`config.mk`:
```
export PLATFORM = sky130hd
export DESIGN_NAME = csa_accumulator
export DESIGN_NICKNAME = d
export VERILOG_FILES = /design/src/rtl/csa_acc_pkg.sv /design/src/rtl/csa_row_3to2.sv /design/src/rtl/full_adder.sv /design/src/rtl/half_adder.sv /design/src/rtl/csa_accumulator.sv
export SDC_FILE = /design/constraint.sdc
export NUM_CORES = 1
export LEC_CHECK = 0
export ABC_CLOCK_PERIOD_IN_PS = 2600
export CAP_MARGIN = 0
export CORE_MARGIN = 2
export CORE_UTILIZATION = 55
export DETAILED_ROUTE_END_ITERATION = 12
export PLACE_DENSITY = 0.86
export SLEW_MARGIN = 10
export SYNTH_ARGS = -nofsm -noshare
export SYNTH_HDL_FRONTEND = slang
export SYNTH_SLANG_ARGS = --single-unit
```
`constraint.sdc`:
```
create_clock -name clk -period 2.6 [get_ports clk]
set_input_delay 0.52 -clock clk [delete_from_list [all_inputs] [get_ports clk]]
set_output_delay 0.52 -clock clk [all_outputs]
set_load 0.02 [all_outputs]
```
`src/rtl/csa_acc_pkg.sv`:
```
// Shared types, default widths and bit-level helpers for the carry-save accumulator.
package csa_acc_pkg;

    localparam int unsigned DATA_W_DEF = 8;
    localparam int unsigned ACC_W_DEF  = 16;
    localparam int unsigned CNT_W_DEF  = 8;

    typedef enum logic [1:0] {
        ACCUM   = 2'd0,
        RESOLVE = 2'd1,
        DONE    = 2'd2
    } state_t;

    // Majority of three bits: the carry of a full adder.
    function automatic logic maj3(input logic a, input logic b, input logic c);
        return (a & b) | (a & c) | (b & c);
    endfunction

endpackage

```
`src/rtl/csa_row_3to2.sv`:
```
// Combinational 3:2 carry-save row; carry is returned unshifted (weight of its own bit).
module csa_row_3to2 #(
    parameter int unsigned W = 8
) (
    input  logic [W-1:0] x,
    input  logic [W-1:0] y,
    input  logic [W-1:0] z,
    output logic [W-1:0] sum,
    output logic [W-1:0] carry
);

    // One full adder per bit position, no carry chain between them.
    for (genvar i = 0; i < W; i++) begin : g_bit
        full_adder u_fa (
            .a  (x[i]),
            .b  (y[i]),
            .ci (z[i]),
            .s  (sum[i]),
            .co (carry[i])
        );
    end

endmodule

```
`src/rtl/full_adder.sv`:
```
// One-bit full adder built from two half adders.
module full_adder (
    input  logic a,
    input  logic b,
    input  logic ci,
    output logic s,
    output logic co
);

    logic s1;
    logic c1;
    logic c2;

    half_adder u_ha0 (.a(a),  .b(b),  .s(s1), .co(c1));
    half_adder u_ha1 (.a(s1), .b(ci), .s(s),  .co(c2));

    // The two partial carries can never both be set, so OR gives maj(a,b,ci).
    assign co = c1 | c2;

endmodule

```
`src/rtl/half_adder.sv`:
```
// One-bit half adder primitive.
module half_adder (
    input  logic a,
    input  logic b,
    output logic s,
    output logic co
);

    assign s  = a ^ b;
    assign co = a & b;

endmodule

```
`src/rtl/csa_accumulator.sv`:
```
// Streaming multi-operand accumulator: redundant sum/carry state, one final carry-propagate add.
module csa_accumulator
    import csa_acc_pkg::*;
#(
    parameter int unsigned DATA_W = DATA_W_DEF,
    parameter int unsigned ACC_W  = ACC_W_DEF,
    parameter int unsigned CNT_W  = CNT_W_DEF
) (
    input  logic              clk,
    input  logic              rst,
    input  logic              in_valid,
    output logic              in_ready,
    input  logic [DATA_W-1:0] in_data,
    input  logic              in_last,
    output logic              out_valid,
    input  logic              out_ready,
    output logic [ACC_W-1:0]  out_sum,
    output logic              out_ovf,
    output logic [CNT_W-1:0]  out_count
);

    localparam logic [CNT_W-1:0] CNT_MAX = {CNT_W{1'b1}};

    state_t              state_q;
    state_t              state_d;
    logic [ACC_W-1:0]    s_q;
    logic [ACC_W-1:0]    s_d;
    logic [ACC_W-1:0]    c_q;
    logic [ACC_W-1:0]    c_d;
    logic                ovf_q;
    logic                ovf_d;
    logic [CNT_W-1:0]    cnt_q;
    logic [CNT_W-1:0]    cnt_d;
    logic                in_ready_d;
    logic                out_valid_d;
    logic [ACC_W-1:0]    out_sum_d;
    logic                out_ovf_d;
    logic [CNT_W-1:0]    out_count_d;

    logic [ACC_W-1:0]    x_ext;
    logic [ACC_W-1:0]    row_sum;
    logic [ACC_W-1:0]    row_carry;
    logic [ACC_W:0]      resolve_full;
    logic                accept;

    assign x_ext  = ACC_W'(in_data);
    assign accept = in_valid & in_ready;

    // Carry-save compression of the incoming operand into the running S/C pair.
    csa_row_3to2 #(.W(ACC_W)) u_row (
        .x     (s_q),
        .y     (c_q),
        .z     (x_ext),
        .sum   (row_sum),
        .carry (row_carry)
    );

    // Single carry-propagate add, keeping the carry-out as overflow evidence.
    assign resolve_full = (ACC_W + 1)'(s_q) + (ACC_W + 1)'(c_q);

    // FSM state register.
    always_ff @(posedge clk) begin
        if (rst) begin
            state_q <= ACCUM;
        end else begin
            state_q <= state_d;
        end
    end

    // Next-state, datapath and output-register next values.
    always_comb begin
        state_d     = state_q;
        s_d         = s_q;
        c_d         = c_q;
        ovf_d       = ovf_q;
        cnt_d       = cnt_q;
        out_sum_d   = out_sum;
        out_ovf_d   = out_ovf;
        out_count_d = out_count;

        case (state_q)
            ACCUM: begin
                if (accept) begin
                    s_d   = row_sum;
                    // Bit ACC_W-1 of the majority shifts out: it is exact overflow.
                    c_d   = {row_carry[ACC_W-2:0], 1'b0};
                    ovf_d = ovf_q | row_carry[ACC_W-1];
                    cnt_d = (cnt_q == CNT_MAX) ? cnt_q : cnt_q + CNT_W'(1);
                    if (in_last) begin
                        state_d = RESOLVE;
                    end
                end
            end
            RESOLVE: begin
                out_sum_d   = resolve_full[ACC_W-1:0];
                out_ovf_d   = ovf_q | resolve_full[ACC_W];
                out_count_d = cnt_q;
                state_d     = DONE;
            end
            DONE: begin
                if (out_ready) begin
                    s_d     = '0;
                    c_d     = '0;
                    ovf_d   = 1'b0;
                    cnt_d   = '0;
                    state_d = ACCUM;
                end
            end
            default: begin
                state_d = ACCUM;
            end
        endcase

        in_ready_d  = (state_d == ACCUM);
        out_valid_d = (state_d == DONE);
    end

    // Datapath and registered handshake/result outputs.
    always_ff @(posedge clk) begin
        if (rst) begin
            s_q       <= '0;
            c_q       <= '0;
            ovf_q     <= 1'b0;
            cnt_q     <= '0;
            in_ready  <= 1'b1;
            out_valid <= 1'b0;
            out_sum   <= '0;
            out_ovf   <= 1'b0;
            out_count <= '0;
        end else begin
            s_q       <= s_d;
            c_q       <= c_d;
            ovf_q     <= ovf_d;
            cnt_q     <= cnt_d;
            in_ready  <= in_ready_d;
            out_valid <= out_valid_d;
            out_sum   <= out_sum_d;
            out_ovf   <= out_ovf_d;
            out_count <= out_count_d;
        end
    end

endmodule
```
Yosys cells after proc, flatten, opt, wreduce, memory -nomap -nowiden:

Cells that the tools add are included.

* word-level logic and storage cells: 99
* register bits: 70
* output and inout bits: 27

* bitwise operators: 59
* reduce and logical (&&, ||, !) cells: 5
* eq/ne operators: 7
* add/sub/neg operators: 2
* muxes and demuxes: 16

Operators by type and width (count)
* one-hot mux 16 bit (2 select lines): 2
* 2-to-1 mux 16 bit: 3
* bitwise AND 1 bit: 25
* 2-to-1 mux 8 bit: 3
* XOR 1 bit: 24
* adder 16 x 16 -> 17 bit: 1
* one-hot mux 8 bit (2 select lines): 1
* OR 1 bit: 10
* adder 8 x 1 -> 8 bit, second input constant: 1
* equality test 8 bit, second input constant: 1
* 2-to-1 mux 2 bit: 3
* != test 2 bit, second input constant: 3
* one-hot mux 2 bit (3 select lines): 1
* equality test 2 bit, second input constant: 2
* zero test 2 bit: 2
* AND reduction 4 bit: 1
* AND reduction 3 bit: 1
* equality test 2 x 1 -> 1 bit, second input constant: 1
* 2-to-1 mux 1 bit: 2
* one-hot mux 1 bit (2 select lines): 1
* nonzero test 2 bit: 1

Longest topological paths before layout:

* depth after elaboration: 5
* depth in mapped cells: 7
* gate-level depth less buffers: 6

Modules after synthesis:

A second synthesis with hierarchy kept.

* cells, all modules: 421
* area, all modules: 3712.3 um2

By module, submodules not included
* csa_accumulator: area each 3211.8 um2, cells an instance 373, sequential area each 1381.3 um2, instances 1
* half_adder: area each 12.5 um2, cells an instance 1, sequential area each 0.0 um2, instances 32
* full_adder: area each 6.3 um2, cells an instance 1, sequential area each 0.0 um2, instances 16

Worst setup path after synthesis:

No wires, ideal clock.

* path type: flip-flop to flip-flop
* from: reg s_q[5]
* to: reg out_sum[14]
* slack: 0.717 ns
* cell stages (with the launch flop): 7
* clock period less this slack: 1.883 ns
* data required time: 2.513 ns
* setup time: 0.087 ns
* arrival: 1.796 ns
* path buffers: 0
* cells stage by stage: dfxtp_1 > ha_1 > and3_1 > a221oi_2 > nor4_2 > o31a_1 > o31ai_1

* cells in the longest elaborated chain, start to end: 1

RTL lines
* start: declaration: RTL line csa_accumulator.sv:26 `logic [ACC_W-1:0] s_q;`
* start signal: assignment: RTL line csa_accumulator.sv:121 `s_q <= '0;`
* start signal: assignment: RTL line csa_accumulator.sv:131 `s_q <= s_d;`
* adder 16 x 16 -> 17 bit: RTL line csa_accumulator.sv:59 `assign resolve_full = (ACC_W + 1)'(s_q) + (ACC_W + 1)'(c_q);`
* end signal: assignment: RTL line csa_accumulator.sv:137 `out_sum <= out_sum_d;`
* end: declaration: RTL line csa_accumulator.sv:17 `output logic [ACC_W-1:0] out_sum,`

No other way between the ends.
A chain may end at the register's enable or synchronous reset.

Worst setup path after layout:

Same ends and word-level chain as after synthesis.

==> metrics.txt <==
minimum clock period between 2 and 2.5 ns; drt initial violations 153; GR Overflow Total 0; Yosys warnings 0; Distinct cells, synth slightly below 50; Min-Delay Endpoint out_sum[1]$_SDFFE_PP0N_; period utilization around four fifths; die height between 80 and 90 µm; CP Data Arrival Time approximately 2.4 ns; dpl cell area ~3700 µm²; hold path start out_sum[1]$_SDFFE_PP0N_; pwr dens approximately 560 nW/µm²; status completed; nets about 450; I/O pin count 40; Sink Count 69; Fmax approximately 480 MHz; design area 3950 µm²; RSZ-0062 raised after global routing no; CP Data Required Time 2.86 ns; most common cell after layout, fill and taps aside dfxtp_1; initial antenna violation count 0; n_diodes 0; H-Tree Depth 3; largest net degree at the start of global routing 42; Leak 0.00152 µW; crit start category flip-flop; share of the synthesized area in the top cell type approximately two fifths; overall power ~2200 µW; slowest stage cell, crit path a221oi_2; slew at the pin closest to its max-slew limit between 0.6 and 0.7 ns; Die ar. between 6000 and 7000 µm²; WL/cell between 10 and 15 µm; syn nets 413; Initial Util a little under three fifths; Final ANT Viol Nets 0; Post-CTS Hold Buffers 0; first-pass GRT wire length approximately 12 mm; Area Overhead vs Synth 18.7%; Die X between 80 and 90 µm; TNS Setup 0 ns; FF-to-FF setup slack roughly 0.52 ns; Seq/Total Area, Yosys 41.5%; critical-path cell list ha_1, and3_1, a221oi_2, nor4_2, o31a_1, o31ai_1; Setup-failing EPs final 0; Final Hold Viols 0; vias in the first global route roughly 2,600; post-DR vias/cell between 5 and 6; top cells by area, synth dfxtp_1 42%, a22oi_1 7.0%, ha_1 6.8%; Post-synth EDFFs 0; first-pass iteration count of the detailed router 4; via count between 2,000 and 3,000; Post-synth ARST share 0%; post-synthesis area per instance 8.87 µm²; fraction of layout cells with a size suffix above 1 under 10%; Clock Path Buffers 2; worst r2r src s_q[5]$_SDFFE_PP0P_; Post-Syn Area 3330 µm²; hold depth 2; Clock Root Buffer clkbuf_8; Max-slew headroom around 55%; DR DRC count 0; core area between 5000 and 6000 µm²; CTS buffer count 9; Post-Syn Instances 375; clock-pin transition on the worst setup and hold timing paths 0.07 ns; max cap viols 0; gr usage total between 20% and 30%; CTS resizes 0; final HPWL from detailed placement 4.92 mm; Worst VDD drop around 0.43 mV; PortBufs 39; Yosys top cell by area dfxtp_1; Fillers about 480; reg2reg path depth 6; Slew Limit Fails 0; Placer Congestion ~0.92; r2r endpoint out_sum[14]$_SDFFE_PP0N_; CTS tree yes; Layout Skew 0.00792 ns; most frequent cells in the layout 69 x dfxtp_1, 54 x nor2_1, 48 x nand2_1, 38 x clkdlybuf4s50_1, 31 x a22oi_1; Critical Path Max Stage Delay ~0.46 ns; Worst Hold Class reg2reg; Yosys reg bits 69; Post-synth top flop dfxtp_1; total detailed-routing wirelength 7.03 mm; CP Class reg2reg; row cnt 28; Clk Latency, worst-skew pair roughly 0.34 ns; CP endpoint kind flip-flop; Crit Path Max Fanout 5; postcts setup bufs 0
==> routing by layer <==
metal / track usage, % / vias to the layer above / wire length, µm
met3: 4.29 / 11 / 270
met2: 38.7 / 57 / 3490
met4: 11.8 / 0 / 150
met1: 27.2 / 1395 / 3120
met5: 0 / - / 0
li1: - / 1409 / -
==> per-stage QoR <==
stage	util (%)	cells	hold slack, ns	setup WS (ns)
6_report	67.1	487	0.456	0.515
5_1_grt	67.1	487	0.474	0.398
4_1_cts	67.1	487	0.461	0.514
3_5_place_dp	63.7	472	0.447	0.515
3_3_place_gp	63.7	472	0.440	0.546
2_1_floorplan	-	375	0.433	0.717
==> where the power goes <==
group	leakage, µW	switching (µW)	total, µW	internal [µW]
sequential	0.000558	27.8	1110	1080
combinational	0.000860	135	227	91.3
clock	0.000101	394	881	487
total	0.00152	557	2220	1660
==> registers in the layout, summed over array words and instances (netlist names) <==
signal,count
c_q,15
cnt_q,8
in_ready,1
out_count,8
out_ovf,1
out_sum,16
out_valid,1
ovf_q,1
s_q,16
state_q,2
==> critical path: cells and delay by family, from the launching register on <==
kind / cells / cell delay [ns]
flops: 1 / 0.34
fa+ha+maj: 1 / 0.38
simple gates: 2 / 0.35
compound gates: 3 / 0.93
==> cells in the mapped netlist (7+ instances only) <==
| cell type | number |
|---|---|
| ha_1 | 18 |
| clkbuf_1 | 14 |
| xnor2_1 | 12 |
| a21oi_1 | 28 |
| buf_2 | 7 |
| a22oi_1 | 31 |
| a21o_1 | 9 |
| nor2_1 | 54 |
| dfxtp_1 | 69 |
| nor3_1 | 7 |
| o21ai_0 | 11 |
| fa_1 | 7 |
| nand2_1 | 48 |
==> layout make-up <==
| cell class | count | area, µm² | share of cell area (%) |
|---|---|---|---|
| Clock buffer | 11 | 151 | 3.84 |
| Clock inverter | 4 | 47.5 | 1.20 |
| Inverter | 2 | 7.51 | 0.190 |
| Multi-Input combinational cell | 282 | 1840 | 46.7 |
| Sequential cell | 69 | 1380 | 35.0 |
| Tap cell | 75 | 93.8 | 2.38 |
| Timing Repair Buffer | 44 | 423 | 10.7 |
==> worst max-delay path by stage <==
| stage | startpoint | to | cells after the start |
|---|---|---|---|
| after detailed placement | in_valid | cnt_q[5]$_SDFFE_PP0P_ | 6 |
| after global routing | s_q[5]$_SDFFE_PP0P_ | out_sum[14]$_SDFFE_PP0N_ | 6 |
| after global placement | in_valid | cnt_q[4]$_SDFFE_PP0P_ | 6 |
| after CTS | s_q[5]$_SDFFE_PP0P_ | out_sum[14]$_SDFFE_PP0N_ | 6 |
| final | s_q[5]$_SDFFE_PP0P_ | out_sum[14]$_SDFFE_PP0N_ | 6 |
| after floorplan | s_q[5]$_SDFFE_PP0P_ | out_sum[14]$_SDFFE_PP0N_ | 6 |
==> kinds of logic after synthesis <==
| family | Yosys count | share of synthesized area (%) |
|---|---|---|
| xor gates and xnor gates | 14 | 3.69 |
| buffers and inverters | 24 | 3.20 |
| DFF | 69 | 41.5 |
| muxes | 2 | 0.602 |
| and+or+nand+nor | 136 | 18.5 |
| adders and majority gates | 25 | 11.0 |
| AOI/OAI and AO/OA | 105 | 21.5 |
No activity file was read; power rests on OpenSTA's default activity.
